### src/rtl/fetch_sequencer_pkg.sv
// Shared definitions for the fetch side: instruction classes, branch opcodes,
// the sequencer state type and the next-PC selection rule.
package fetch_sequencer_pkg;

    localparam logic [1:0] CLS_ALU = 2'd0;
    localparam logic [1:0] CLS_IMM = 2'd1;
    localparam logic [1:0] CLS_BR  = 2'd2;
    localparam logic [1:0] CLS_MEM = 2'd3;

    localparam logic [1:0] BR_U    = 2'd0;
    localparam logic [1:0] BR_NEG  = 2'd1;
    localparam logic [1:0] BR_POS  = 2'd2;
    localparam logic [1:0] BR_ZERO = 2'd3;

    typedef enum logic [1:0] {
        FETCH    = 2'd0,
        WAIT_MEM = 2'd1,
        ISSUE    = 2'd2,
        RESOLVE  = 2'd3
    } fetch_state_t;

    // Return path wins over a taken branch; all arithmetic wraps modulo 2^32.
    function automatic logic [31:0] next_pc(
        input logic [31:0] pc,
        input logic [31:0] instr,
        input logic        branch,
        input logic        zero,
        input logic        pc_op,
        input logic [31:0] ld_addr
    );
        logic signed [31:0] offset;
        offset = {{4{instr[25]}}, instr[25:0], 2'b00};
        if (pc_op)
            next_pc = {ld_addr[31:2], 2'b00};
        else if (instr[31:30] == CLS_BR && branch && zero)
            next_pc = pc + 32'd4 + offset;
        else
            next_pc = pc + 32'd4;
    endfunction

endpackage

### src/rtl/fetch_sequencer_if.sv
// Instruction-memory and decoder handshakes of the fetch sequencer.
// master = sequencer side, slave = memory/decoder side.
interface fetch_sequencer_if;
    logic        imem_req;
    logic [31:0] imem_addr;
    logic        imem_ack;
    logic [31:0] imem_rdata;
    logic [31:0] instr;
    logic        instr_valid;
    logic        instr_ready;
    logic        res_valid;
    logic        branch;
    logic        zero;
    logic        pc_op;
    logic [31:0] ld_addr;
    logic [31:0] pc;
    logic [31:0] pc_plus4;

    modport master (
        output imem_req, imem_addr, instr, instr_valid, pc, pc_plus4,
        input  imem_ack, imem_rdata, instr_ready, res_valid, branch, zero, pc_op, ld_addr
    );

    modport slave (
        input  imem_req, imem_addr, instr, instr_valid, pc, pc_plus4,
        output imem_ack, imem_rdata, instr_ready, res_valid, branch, zero, pc_op, ld_addr
    );
endinterface

### src/rtl/fetch_sequencer_pc_next_calc.sv
// Combinational next-PC selection: return address, taken branch or fall-through.
module pc_next_calc
    import fetch_sequencer_pkg::*;
(
    input  logic [31:0] pc,
    input  logic [31:0] instr,
    input  logic        branch,
    input  logic        zero,
    input  logic        pc_op,
    input  logic [31:0] ld_addr,
    output logic [31:0] pc_nxt
);
    assign pc_nxt = next_pc(pc, instr, branch, zero, pc_op, ld_addr);
endmodule

### src/rtl/fetch_sequencer.sv
// Non-speculative fetch sequencer: owns the PC, fetches one instruction at a
// time, hands it to the decoder and steers the PC from the decoder's resolution.
module fetch_sequencer
    import fetch_sequencer_pkg::*;
#(
    parameter logic [31:0] RESET_PC = 32'h0000_0000,
    parameter int          TIMEOUT  = 16,
    parameter int          CNT_W    = 32
) (
    input  logic               clk,
    input  logic               rst,
    fetch_sequencer_if.master  bus,
    output logic               fetch_err,
    output logic [CNT_W-1:0]   retired
);
    localparam logic [15:0] TO_LAST = 16'(TIMEOUT - 1);

    fetch_state_t state, state_nxt;
    logic [31:0]  pc;
    logic [31:0]  pc_nxt;
    logic [31:0]  instr;
    logic         instr_valid;
    logic         imem_req;
    logic [15:0]  to_cnt;
    logic         take_ack;
    logic         timeout_hit;
    logic         accept;
    logic         resolve;

    pc_next_calc u_pc_next (
        .pc      (pc),
        .instr   (instr),
        .branch  (bus.branch),
        .zero    (bus.zero),
        .pc_op   (bus.pc_op),
        .ld_addr (bus.ld_addr),
        .pc_nxt  (pc_nxt)
    );

    // An ack in the final wait cycle is checked first, so it beats the timeout.
    always_comb begin
        state_nxt   = state;
        take_ack    = 1'b0;
        timeout_hit = 1'b0;
        accept      = 1'b0;
        resolve     = 1'b0;
        case (state)
            FETCH: state_nxt = WAIT_MEM;
            WAIT_MEM: begin
                if (bus.imem_ack) begin
                    take_ack  = 1'b1;
                    state_nxt = ISSUE;
                end else if (to_cnt == TO_LAST) begin
                    timeout_hit = 1'b1;
                    state_nxt   = FETCH;
                end
            end
            ISSUE: begin
                if (bus.instr_ready) begin
                    accept    = 1'b1;
                    state_nxt = RESOLVE;
                end
            end
            RESOLVE: begin
                if (bus.res_valid) begin
                    resolve   = 1'b1;
                    state_nxt = FETCH;
                end
            end
            default: state_nxt = FETCH;
        endcase
    end

    always_ff @(posedge clk) begin
        if (rst) begin
            state       <= FETCH;
            pc          <= RESET_PC;
            imem_req    <= 1'b0;
            instr       <= 32'd0;
            instr_valid <= 1'b0;
            fetch_err   <= 1'b0;
            retired     <= '0;
            to_cnt      <= 16'd0;
        end else begin
            state     <= state_nxt;
            imem_req  <= (state_nxt == WAIT_MEM);
            fetch_err <= timeout_hit;
            if (state == FETCH)
                to_cnt <= 16'd0;
            else if (state == WAIT_MEM && !bus.imem_ack)
                to_cnt <= to_cnt + 16'd1;
            if (take_ack) begin
                instr       <= bus.imem_rdata;
                instr_valid <= 1'b1;
            end else if (accept) begin
                instr_valid <= 1'b0;
            end
            if (resolve) begin
                pc      <= pc_nxt;
                retired <= retired + CNT_W'(1);
            end
        end
    end

    assign bus.imem_req    = imem_req;
    assign bus.imem_addr   = pc;
    assign bus.instr       = instr;
    assign bus.instr_valid = instr_valid;
    assign bus.pc          = pc;
    assign bus.pc_plus4    = pc + 32'd4;

endmodule

### src/flat_wrapper.sv
// flat-port wrapper written by rule: the top's interface ports become plain ports
module fetch_sequencer_flat import fetch_sequencer_pkg::*;
#(
    parameter logic [31:0] RESET_PC = 32'h0000_0000,
    parameter int          TIMEOUT  = 16,
    parameter int          CNT_W    = 32
)
  (clk, rst, fetch_err, retired, bus_imem_req, bus_imem_addr, bus_instr, bus_instr_valid, bus_pc, bus_pc_plus4, bus_imem_ack, bus_imem_rdata, bus_instr_ready, bus_res_valid, bus_branch, bus_zero, bus_pc_op, bus_ld_addr);
  fetch_sequencer_if bus_i ();
  input  logic clk;
  input  logic rst;
  output logic fetch_err;
  output logic [CNT_W-1:0] retired;
  output wire logic [$bits(bus_i.imem_req)-1:0] bus_imem_req;
  output wire logic [$bits(bus_i.imem_addr)-1:0] bus_imem_addr;
  output wire logic [$bits(bus_i.instr)-1:0] bus_instr;
  output wire logic [$bits(bus_i.instr_valid)-1:0] bus_instr_valid;
  output wire logic [$bits(bus_i.pc)-1:0] bus_pc;
  output wire logic [$bits(bus_i.pc_plus4)-1:0] bus_pc_plus4;
  input wire logic [$bits(bus_i.imem_ack)-1:0] bus_imem_ack;
  input wire logic [$bits(bus_i.imem_rdata)-1:0] bus_imem_rdata;
  input wire logic [$bits(bus_i.instr_ready)-1:0] bus_instr_ready;
  input wire logic [$bits(bus_i.res_valid)-1:0] bus_res_valid;
  input wire logic [$bits(bus_i.branch)-1:0] bus_branch;
  input wire logic [$bits(bus_i.zero)-1:0] bus_zero;
  input wire logic [$bits(bus_i.pc_op)-1:0] bus_pc_op;
  input wire logic [$bits(bus_i.ld_addr)-1:0] bus_ld_addr;
  assign bus_imem_req = bus_i.imem_req;
  assign bus_imem_addr = bus_i.imem_addr;
  assign bus_instr = bus_i.instr;
  assign bus_instr_valid = bus_i.instr_valid;
  assign bus_pc = bus_i.pc;
  assign bus_pc_plus4 = bus_i.pc_plus4;
  assign bus_i.imem_ack = bus_imem_ack;
  assign bus_i.imem_rdata = bus_imem_rdata;
  assign bus_i.instr_ready = bus_instr_ready;
  assign bus_i.res_valid = bus_res_valid;
  assign bus_i.branch = bus_branch;
  assign bus_i.zero = bus_zero;
  assign bus_i.pc_op = bus_pc_op;
  assign bus_i.ld_addr = bus_ld_addr;
  fetch_sequencer #(.RESET_PC(RESET_PC), .TIMEOUT(TIMEOUT), .CNT_W(CNT_W)) u_core (.clk(clk), .rst(rst), .bus(bus_i), .fetch_err(fetch_err), .retired(retired));
endmodule
### config.mk
export PLATFORM = sky130hd
export DESIGN_NAME = fetch_sequencer_flat
export DESIGN_NICKNAME = d
export VERILOG_FILES = /design/src/rtl/fetch_sequencer_pkg.sv /design/src/rtl/fetch_sequencer_if.sv /design/src/rtl/fetch_sequencer_pc_next_calc.sv /design/src/rtl/fetch_sequencer.sv /design/src/flat_wrapper.sv
export SDC_FILE = /design/constraint.sdc
export NUM_CORES = 1
export LEC_CHECK = 0
export CAP_MARGIN = 15
export CORE_UTILIZATION = 53
export CTS_BUF_LIST = sky130_fd_sc_hd__clkbuf_16
export CTS_CLUSTER_DIAMETER = 50
export DETAILED_ROUTE_END_ITERATION = 8
export HOLD_SLACK_MARGIN = 0.03
export PLACE_DENSITY = 0.95
export REMOVE_ABC_BUFFERS = 1
export SETUP_SLACK_MARGIN = 0.3
export SLEW_MARGIN = 20
export SYNTH_ARGS = -nofsm -noshare
export SYNTH_HDL_FRONTEND = slang
export SYNTH_HIERARCHICAL = 1
export SYNTH_SLANG_ARGS = --single-unit
### constraint.sdc
create_clock -name clk -period 7.7 [get_ports clk]
set_input_delay 2.31 -clock clk [delete_from_list [all_inputs] [get_ports clk]]
set_output_delay 2.31 -clock clk [all_outputs]
set_load 0.05 [all_outputs]
Word level (Yosys, flattened, before mapping) --
Index checks and enable logic that the tools add are counted.
Word-level totals: flip-flop bits (word level) 117, output and inout bits 163, word-level logic and storage cells 43
Cells by class: bitwise gates (word level) 1, mux-type cells 16, reductions and logical operators 8, add/sub/neg operators 4, equal/unequal tests 6
Operator list (count):
- 32-bit 2-to-1 mux | 2
- 32-bit by 1-bit adder with 32-bit output (second input constant) | 1
- 32-bit by 3-bit adder with 32-bit output (second input constant) | 1
- 32-bit adder | 1
- 16-bit by 1-bit adder with 16-bit output (second input constant) | 1
- 16-bit by 4-bit equality test with 1-bit output (second input constant) | 1
- 1-bit 2-to-1 mux | 9
- 2-bit 2-to-1 mux | 4
- 2-bit one-hot mux with 4 select lines | 1
- 2-bit equality test (second input constant) | 3
- 2-bit by 1-bit equality test with 1-bit output (second input constant) | 2
- 1-bit logical AND | 3
- 3-bit OR reduction | 1
- 2-bit zero test | 1
- 2-bit nonzero test | 1
- 2-bit OR reduction | 1
- 1-bit zero test | 1
- 1-bit inverter | 1

Logic depth before layout (Yosys ltp) --
Gate-level depths: netlist (run 1).
word-level depth 5, mapped depth 18

By module --
Netlist (run 1), hierarchy kept.
Modules (own cells, without submodules):
- fetch_sequencer | cells an instance 689, seq. area each 2342.2 um2, area each 5429.0 um2, times used 1
- pc_next_calc | cells an instance 424, seq. area each 0.0 um2, area each 2881.5 um2, times used 1

Worst setup path before layout (run 1) --
OpenSTA, ideal clock, no wires.
path type register to output, start point reg u_core.pc[12], in the netlist u_core/bus.imem_addr[12], end point out bus_pc_plus4[28], arrival time 2.680 ns, cell stages (with the launch flop) 6, setup slack 2.710 ns, buffers on the path 1, data required time 5.390 ns, path through dfxtp_1 -> and4_1 -> and4_1 -> buf_1 -> nand4_1 -> xnor2_1
Between the ends: longest elaborated chain between the ends 1
Ends and longest elaborated chain:
- start, declared | RTL line fetch_sequencer.sv:19 | logic [31:0] pc;
- start signal, assigned | RTL line fetch_sequencer.sv:99 | pc <= pc_nxt;
- 32-bit by 3-bit adder with 32-bit output | RTL line fetch_sequencer.sv:110 | assign bus.pc_plus4 = pc + 32'd4;
- end, declared | RTL line flat_wrapper.sv:19 | output wire logic [$bits(bus_i.pc_plus4)-1:0] bus_pc_plus4;
No other way between the ends.

Worst setup path in the final report (run 1) --
start point reg u_core.pc[2], in the netlist u_core/bus.imem_addr[2], end point out bus_pc_plus4[10]
The elaborated chain is that of the path after synthesis.

==> results of run 1 <==
-- power breakdown --
group / total (uW) / internal (uW) / switching, uW
Combinational: 277 / 108 / 169
Clock: 744 / 464 / 280
Sequential: 647 / 623 / 24.0
-- layer usage --
layer	routed length, um	share of wire, %
met1	10400	40
met2	12700	49
met3	2050	7.9
met4	858	3.3
met5	0	0
-- worst min-delay path: stages (launching register included) --
cell and delay (ns):
dfxtp_1 0.30, nand2_1 0.05, a21oi_1 0.05
-- per-stage QoR --
| stage | area, um2 | hold slack [ns] | setup slack [ns] |
|---|---|---|---|
| 2_1_floorplan | 7830 | 0.452 | 2.36 |
| 3_3_place_gp | 10500 | 0.441 | 2.60 |
| 3_5_place_dp | 10500 | 0.455 | 2.53 |
| 4_1_cts | 11000 | 0.464 | 2.07 |
| 5_1_grt | 11000 | 0.495 | 1.87 |
| 6_report | 11000 | 0.461 | 1.94 |
-- flip-flops by register name, summed over array words and instances (netlist names) --
signal and cells:
u_core/bus.imem_addr 32, u_core/bus.instr_valid 1, u_core/bus.instr 32, u_core/retired 32, u_core/bus.imem_req 1, u_core/state 2, u_core/fetch_err 1, u_core/to_cnt 16
-- cells by family (layout without fill, tap and decap cells) --
kind of cell / after synthesis / in the layout / share of synthesized area [%]
flip-flops: 117 / 117 / 28.2
buffers and inverters: 112 / 293 / 6.85
adder cells (fa/ha/maj): 41 / 41 / 6.26
AND/OR/NAND/NOR: 471 / 471 / 27.8
multiplexers: 14 / 14 / 1.81
AO/OA/AOI/OAI: 263 / 263 / 19.1
XOR/XNOR: 95 / 95 / 10.0
-- cell usage in the layout, fill, tap and decap left out, drive strengths merged, types with 11 or more instances in the layout --
master         Yosys  final
xnor2             63     63
o31ai             17     17
or4               21     21
nand3             47     47
dfxtp            117    117
nand2            202    202
inv               22     23
nor3              20     20
clkdlybuf4s50      0    231
clkbuf            46     17
a21o              11     11
and3              19     19
xor2              32     32
ha                40     40
a21oi            138    138
nor2              70     70
o21ai             36     36
nand4             34     34
-- area by class of cell --
| type | instances | area [um2] |
|---|---|---|
| sequential | 117 | 2340 |
| clock buffer | 17 | 425 |
| tap | 211 | 264 |
| multi-input combinational | 884 | 5400 |
| fill | 1177 | 4230 |
| inverter | 23 | 86.3 |
| timing repair buffer | 241 | 2390 |
| clock inverter | 12 | 118 |
-- worst max path at each step --
stage	from	to	cells past startpoint
floorplan	u_core/bus.imem_addr[2]	bus_pc_plus4[18]	5
global placement	u_core/bus.imem_addr[2]	bus_pc_plus4[24]	6
detailed placement	u_core/bus.imem_addr[2]	bus_pc_plus4[10]	6
CTS	u_core/bus.imem_addr[2]	bus_pc_plus4[10]	6
global route	u_core/bus.imem_addr[2]	bus_pc_plus4[10]	6
finish	u_core/bus.imem_addr[2]	bus_pc_plus4[10]	6
==> run summary, run 1 <==
status -> finished clean
DRT Pass-1 Iters -> 5
CTS Sinks -> 117
final hold viol count -> 0
total global routing overflow -> 0
GP Congestion -> 0.951
top cells by count, synth -> nand2_1 (202), a21oi_1 (137), dfxtp_1 (117)
post-synthesis register bit count -> 117
first-pass GRT wire length -> 41,500 um
Worst Min Path Start -> u_core/bus.instr[27]
Max Freq -> 174 MHz
Slew headroom -> 26.9%
reg2reg end -> u_core/bus.imem_addr[30]
root buffer cell -> clkbuf_16
Ant. Diodes -> 0
Crit path max-delay family -> simple AND/OR/NAND/NOR gates
I/O Pins -> 235
share of layout cells above drive strength 1 -> 4.40%
M3 GR Usage -> 6.62%
top_reg_cell synth -> dfxtp_1
Mapped Avg Cell Area -> 7.47 um2
Post-synth ARST share -> 0%
Worst-Skew Late Latency -> 0.42 ns
Final nets -> 1,397
core footprint -> 15,300 um2
dpl cells -> 1,476
Worst Path Arrival -> 3.45 ns
setup skew after layout -> 0.0108 ns
Synth cell types -> 71
All-Layer GR Usage -> 31.8%
Routed Antenna Nets -> 0
Post-synth EDFFs -> 0
Worst Tran Pin Value -> 1.10 ns
largest net degree at the start of global routing -> 104
Gate Count Post-Synth -> 1,113
Critical Path Sink Type -> output port
Starting Density -> 54.5%
leakage power -> 0.00399 uW
cell taking the most area after synthesis -> dfxtp_1
worst min path class -> register to register
MaxCap Viol Count -> 0
global routing's busiest layer -> met2
most frequent cell after synthesis -> nand2_1
Post-CTS Hold Buffers -> 0
Port Buffer Count -> 232
Crit Path Category -> register to output port
Final Non-Filler Cells -> 1,505
path depth of the worst reg2reg path -> 13
Critical Path RT -> 5.39 ns
CP Launch Type -> register
Yosys warning count -> 6
endpoints failing setup -> 0
post-CTS sizing -> 0
hold path depth -> 2
post-CTS setup buffers -> 0
vias in the first global route -> 8,463
TNS Setup -> 0 ns
Final Cycle Share -> 74.8%
worst r2r src -> u_core/bus.imem_addr[2]
Clock transition at path regs -> 0.06 ns
Synth area leaders -> dfxtp_1 (28%), nand2_1 (9.1%), a21oi_1 (8.3%), xnor2_1 (6.6%), ha_1 (6.0%)
Die X -> 127 um
cells along the critical path -> ha_1, nand3_1, nor2_1, nand2_1, xnor2_1, clkdlybuf4s50_1
drt drc -> 0
crit-path max FO -> 13
Clock Path Buffers -> 2
die height -> 127 um
TritonCTS Buffers -> 17
hpwl dp -> 18,600 um
power per cell area -> 151 nW/um2
Period minus WS final -> 5.76 ns
row cnt -> 45
hold path endpoint -> u_core/bus.instr[27]
H-tree Lvls -> 4
sequential-to-total area share from yosys stat -> 28.2%
Iter 0 DRT Violations -> 721
DR vias/cell -> 6.03
Design Power -> 1670 uW
flop2flop setup slack -> 3.28 ns
final core occ -> 72.3%
wire per inst -> 17.3 um
WL final -> 26,000 um
met2 GRT Util -> 55.9%
fin. max-slew vios -> 0
Die ar. -> 16,200 um2
met1 Track Usage GR -> 37.5%
RSZ-0062 raised after global routing -> false
CTS tree -> done
vias post-DR -> 9,077
top cell type's share of synthesized area -> 28.2%
synthesized area -> 8310 um2
initial antenna violation count -> 0
CP bufs+invs -> 1
worst vdd ir -> 0.154 mV
area grow syn2layout -> 32.7%
CP max-delay cell -> clkdlybuf4s50_1
CP max stage delay -> 0.85 ns
No activity file was read; power rests on OpenSTA's default activity.
==> inputs of run 2 (changes only) <==
--- a/config.mk
+++ b/config.mk
@@ -6,12 +6,12 @@
 export NUM_CORES = 1
 export LEC_CHECK = 0
 export CAP_MARGIN = 15
-export CORE_UTILIZATION = 53
+export CORE_UTILIZATION = 44
 export CTS_BUF_LIST = sky130_fd_sc_hd__clkbuf_16
 export CTS_CLUSTER_DIAMETER = 50
 export DETAILED_ROUTE_END_ITERATION = 8
 export HOLD_SLACK_MARGIN = 0.03
-export PLACE_DENSITY = 0.95
+export PLACE_DENSITY = 0.89
 export REMOVE_ABC_BUFFERS = 1
 export SETUP_SLACK_MARGIN = 0.3
 export SLEW_MARGIN = 20
==> constraint.sdc (replaced) <==
create_clock -name clk -period 5 [get_ports clk]
set_input_delay 1.5 -clock clk [delete_from_list [all_inputs] [get_ports clk]]
set_output_delay 1.5 -clock clk [all_outputs]
set_load 0.05 [all_outputs]
==> run summary, run 2 (synthesized netlist as in run 1, its figures left out) <==
status -> finished clean
Worst-Skew Late Latency -> 0.42 ns
Final nets -> 1,399
DR vias/cell -> 5.72
WL final -> 25,700 um
area grow syn2layout -> 34.0%
initial antenna violation count -> 0
CP max-delay cell -> clkdlybuf4s50_1
Reg power frac -> 37.5%
leakage power -> 0.00403 uW
crit-path max FO -> 10
Die ar. -> 19,400 um2
most common cell after layout, fill and taps aside -> clkdlybuf4s50_1
share of layout cells above drive strength 1 -> 5.31%
worst min path class -> register to register
Clock Path Buffers -> 2
Period minus WS final -> 4.67 ns
CP bufs+invs -> 1
Starting Density -> 45.6%
Switching Share -> 29.5%
Routed Antenna Nets -> 0
vias post-DR -> 8,736
drt drc -> 0
fin. max-slew vios -> 0
Fillers -> 1,644
Port Buffer Count -> 232
Switch Pwr -> 782 uW
Final Non-Filler Cells -> 1,528
post-CTS setup buffers -> 0
final hold viol count -> 0
area of the multi-input gates -> 5420 um2
Worst Path Arrival -> 3.17 ns
DRT Pass-1 Iters -> 7
Critical Path Sink Type -> output port
endpoints failing setup -> 0
root buffer cell -> clkbuf_16
Slew headroom -> 41.5%
power per cell area -> 238 nW/um2
I/O Pins -> 235
dpl cells -> 1,496
TNS Setup -> 0 ns
worst vdd ir -> 0.231 mV
CTS tree -> done
Logic pwr share -> 16.1%
FF/Latch Area -> 2340 um2
Die X -> 139 um
Crit path max-delay family -> simple AND/OR/NAND/NOR gates
All-Layer GR Usage -> 26.3%
Crit Path Category -> register to output port
RSZ-0062 raised after global routing -> true
cells along the critical path -> ha_1, nand3_1, nor2_1, nand4_1, xnor2_1, clkdlybuf4s50_1
Final Cycle Share -> 93.5%
Ant. Diodes -> 0
Max Freq -> 214 MHz
H-tree Lvls -> 4
CP Launch Type -> register
row cnt -> 49
clock network power share -> 46.4%
first-pass GRT wire length -> 41,500 um
internal power -> 1870 uW
wire per inst -> 16.8 um
Worst Tran Pin Value -> 0.876 ns
hpwl dp -> 19,100 um
die height -> 139 um
MaxCap Viol Count -> 0
Iter 0 DRT Violations -> 657
largest net degree at the start of global routing -> 72
total global routing overflow -> 0
Clock transition at path regs -> 0.06 ns
GP Congestion -> 0.986
CTS Sinks -> 117
setup skew after layout -> 0.0101 ns
TritonCTS Buffers -> 17
vias in the first global route -> 8,208
core footprint -> 18,200 um2
Critical Path RT -> 3.50 ns
commonest cells after routing, fill and taps aside -> clkdlybuf4s50_1 (231), nand2_1 (202), a21oi_1 (137)
CP max stage delay -> 0.83 ns
run 2: cell type report:
| cell class | count | share of cell area [%] |
|---|---|---|
| Clock buffer | 17 | 3.82 |
| Clock inverter | 15 | 1.53 |
| Inverter | 23 | 0.775 |
| Multi-Input combinational cell | 884 | 48.7 |
| Sequential cell | 117 | 21.0 |
| Tap cell | 229 | 2.57 |
| Timing Repair Buffer | 243 | 21.6 |
run 2: power by group through the flow:
stage / registers, uW / logic [uW] / clock network (uW)
2_1_floorplan: 1090 / 154 / 0
5_1_grt: 999 / 456 / 1300
3_3_place_gp: 1010 / 417 / 0
4_1_cts: 995 / 423 / 1250
3_5_place_dp: 1010 / 420 / 0
6_report: 995 / 426 / 1230
run 2: worst paths after layout:
check | end | slack, ns | startpoint | cells after the start
max | bus_pc_plus4[28] | 0.33 | u_core/bus.imem_addr[3] | 6
max reg2reg | u_core/bus.imem_addr[30] | 0.67 | u_core/bus.imem_addr[12] | 13
min | u_core/bus.instr[27] | 0.46 | u_core/bus.instr[27] | 2
min reg2reg | u_core/bus.instr[27] | 0.46 | u_core/bus.instr[27] | 2
run 2: routing by layer:
| metal | GRT usage (%) | routed length (um) |
|---|---|---|
| met5 | 0 | 0 |
| met4 | 6.73 | 339 |
| met3 | 5.37 | 1680 |
| met2 | 44.9 | 12300 |
| met1 | 33.7 | 11300 |
run 2: what timing repair did:
item / CTS / global route
endpoints found under the hold margin: 0 / 0
hold buffers: 0 / 0
setup endpoints to repair: 2 / 17
resized for setup: 1 / 3
run 2: worst reg2reg max path: stages, from the launching register on:
cell       delay, ns
dfxtp_1         0.58
nand4_1         0.31
nor3_4          0.36
and2_1          0.30
and3_1          0.20
xor2_1          0.34
ha_1            0.34
a2111oi_0       0.58
a31oi_2         0.19
a311oi_1        0.39
mux2_1          0.36
nor2_1          0.11
nand2_1         0.06
a21oi_1         0.13
run 2: through the flow:
| step | worst slack (ns) | hold WS [ns] | area (um2) | utilization, % | total power (uW) |
|---|---|---|---|---|---|
| after floorplan | 0.469 | 0.452 | 7830 | - | 1250 |
| after global placement | 0.772 | 0.442 | 10500 | 57.8 | 1430 |
| after detailed placement | 0.717 | 0.450 | 10500 | 57.8 | 1440 |
| after CTS | 0.316 | 0.458 | 11100 | 61.1 | 2670 |
| after global routing | 0.113 | 0.474 | 11100 | 61.2 | 2760 |
| final | 0.325 | 0.455 | 11100 | 61.2 | 2650 |
==> inputs of run 3 (changes only) <==
--- a/config.mk
+++ b/config.mk
@@ -5,8 +5,9 @@
 export SDC_FILE = /design/constraint.sdc
 export NUM_CORES = 1
 export LEC_CHECK = 0
+export ABC_AREA = 1
 export CAP_MARGIN = 15
-export CORE_UTILIZATION = 44
+export CORE_UTILIZATION = 46
 export CTS_BUF_LIST = sky130_fd_sc_hd__clkbuf_16
 export CTS_CLUSTER_DIAMETER = 50
 export DETAILED_ROUTE_END_ITERATION = 8
==> constraint.sdc (replaced) <==
create_clock -name clk -period 5 [get_ports clk]
set_input_delay 0.75 -clock clk [delete_from_list [all_inputs] [get_ports clk]]
set_output_delay 0.75 -clock clk [all_outputs]
set_load 0.05 [all_outputs]
==> run summary, run 3 <==
power per cell area -> 230 nW/um2
Post-synth EDFFs -> 0
root buffer cell -> clkbuf_16
die height -> 147 um
core footprint -> 20,500 um2
commonest cells after routing, fill and taps aside -> nand2_1 (469), clkdlybuf4s50_1 (231), inv_1 (214)
setup skew after layout -> 0.0143 ns
CP Launch Type -> register
WL final -> 32,100 um
Period minus WS final -> 3.89 ns
Clock transition at path regs -> 0.06 ns
Max Freq -> 257 MHz
post-CTS setup buffers -> 0
vias in the first global route -> 10,400
H-tree Lvls -> 4
Ant. Diodes -> 0
top cell type's share of synthesized area -> 24.1%
Yosys warning count -> 6
TritonCTS Buffers -> 17
Die ar. -> 21,700 um2
post-synthesis register bit count -> 117
endpoints failing setup -> 0
Synth area leaders -> dfxtp_1 (24%), nand2_1 (18%), inv_1 (8.3%), nand3_1 (7.4%), a21oi_1 (6.6%)
All-Layer GR Usage -> 29.5%
initial antenna violation count -> 0
crit-path max FO -> 9
row cnt -> 52
total global routing overflow -> 0
synthesized area -> 9730 um2
area grow syn2layout -> 29.3%
Iter 0 DRT Violations -> 887
Starting Density -> 47.5%
Routed Antenna Nets -> 0
pre-CTS setup slack -> 1.39 ns
drt drc -> 0
Mapped Avg Cell Area -> 5.96 um2
final hold viol count -> 0
Clock Path Buffers -> 2
RSZ-0062 raised after global routing -> false
MaxCap Viol Count -> 0
Worst-Skew Late Latency -> 0.43 ns
most frequent cell after synthesis -> nand2_1
CTS tree -> done
wire per inst -> 15.3 um
TNS Setup -> 0 ns
cell taking the most area after synthesis -> dfxtp_1
Die X -> 147 um
post-CTS sizing -> 0
Final nets -> 1,925
Critical Path Sink Type -> output port
hpwl dp -> 24,200 um
share of layout cells above drive strength 1 -> 5.53%
sequential-to-total area share from yosys stat -> 24.1%
worst vdd ir -> 0.229 mV
Fillers -> 1,966
CTS Sinks -> 117
leakage power -> 0.00538 uW
Crit Path Category -> register to output port
fin. max-slew vios -> 0
top cells by count, synth -> nand2_1 (470), inv_1 (214), nor2_1 (167)
Port Buffer Count -> 232
worst min path class -> register to register
Post-CTS Hold Buffers -> 0
top_reg_cell synth -> dfxtp_1
Critical Path RT -> 4.25 ns
final core occ -> 61.4%
GP Congestion -> 0.979
Synth cell types -> 45
I/O Pins -> 235
first-pass GRT wire length -> 51,400 um
Slew headroom -> 28.2%
status -> finished clean
Final WS setup -> 1.11 ns
most common cell after layout, fill and taps aside -> nand2_1
DRT Pass-1 Iters -> 6
vias post-DR -> 11,200
Worst Tran Pin Value -> 1.08 ns
largest net degree at the start of global routing -> 66
DR vias/cell -> 5.35
Gate Count Post-Synth -> 1,633
Post-synth ARST share -> 0%
Final Cycle Share -> 77.8%
Worst Path Arrival -> 3.14 ns
run 3: cell count changes after synthesis, moves of 21 or more:
cell	previous run	this run
nand2_1	202	470
or4_1	21	0
nand3_1	47	144
nor2_1	70	167
o21ai_0	33	59
xnor2_1	63	18
inv_1	22	214
run 3: final timing paths:
| kind | slack (ns) | depth (start not counted) | start | endpoint |
|---|---|---|---|---|
| worst max-delay path | 1.11 | 10 | u_core/bus.imem_addr[2] | bus_pc_plus4[24] |
| worst min-delay path | 0.46 | 2 | u_core/bus.instr[26] | u_core/bus.instr[26] |
| worst max register to register | 1.28 | 17 | u_core/bus.imem_addr[2] | u_core/bus.imem_addr[29] |
| worst min register to register | 0.46 | 2 | u_core/bus.instr[26] | u_core/bus.instr[26] |
run 3: report_power, final:
group	internal [uW]	total, uW	switching [uW]
Clock	747	1270	522
Sequential	966	1020	54.0
Combinational	210	603	392
run 3: final cells by class:
| class | instances | area (um2) | share of cell area (%) |
|---|---|---|---|
| repair buffers | 236 | 2350 | 18.7 |
| well taps | 270 | 338 | 2.69 |
| flip-flops and latches | 117 | 2340 | 18.6 |
| clock buffers | 17 | 425 | 3.38 |
| multi-input cells | 1219 | 6130 | 48.7 |
| clock inverters | 15 | 169 | 1.34 |
| inverters | 221 | 832 | 6.61 |
run 3: critical path: stages, from the launching register on:
cell and delay, ns:
dfxtp_1 0.54, ha_1 0.24, nand2_1 0.07, inv_1 0.10
nand3_1 0.14, nor2_2 0.28, nand3b_1 0.26, nor2_1 0.16
nand2_1 0.06, nand2_1 0.06, clkdlybuf4s50_1 0.80
run 3: cell families after synthesis:
family,synth area share (%)
AO/OA/AOI/OAI,11.7
XOR/XNOR,4.67
adder cells (fa/ha/maj),5.35
buffers and inverters,13.0
flip-flops,24.1
AND/OR/NAND/NOR,41.2
run 3: per-layer routing:
metal | GRT usage (%) | routed length, um
met1 | 36.1 | 13300
met4 | 9.12 | 696
met5 | 0 | 0
met2 | 51.9 | 15500
met3 | 5.65 | 2640
run 3: through the flow:
stage / std cells / hold slack, ns / instance area, um2 / total power (uW)
2_1_floorplan: 1557 / 0.440 / 9290 / 1390
3_3_place_gp: 2063 / 0.450 / 12000 / 1630
3_5_place_dp: 2063 / 0.452 / 12000 / 1640
4_1_cts: 2095 / 0.462 / 12600 / 2910
5_1_grt: 2095 / 0.492 / 12600 / 3000
6_report: 2095 / 0.460 / 12600 / 2890
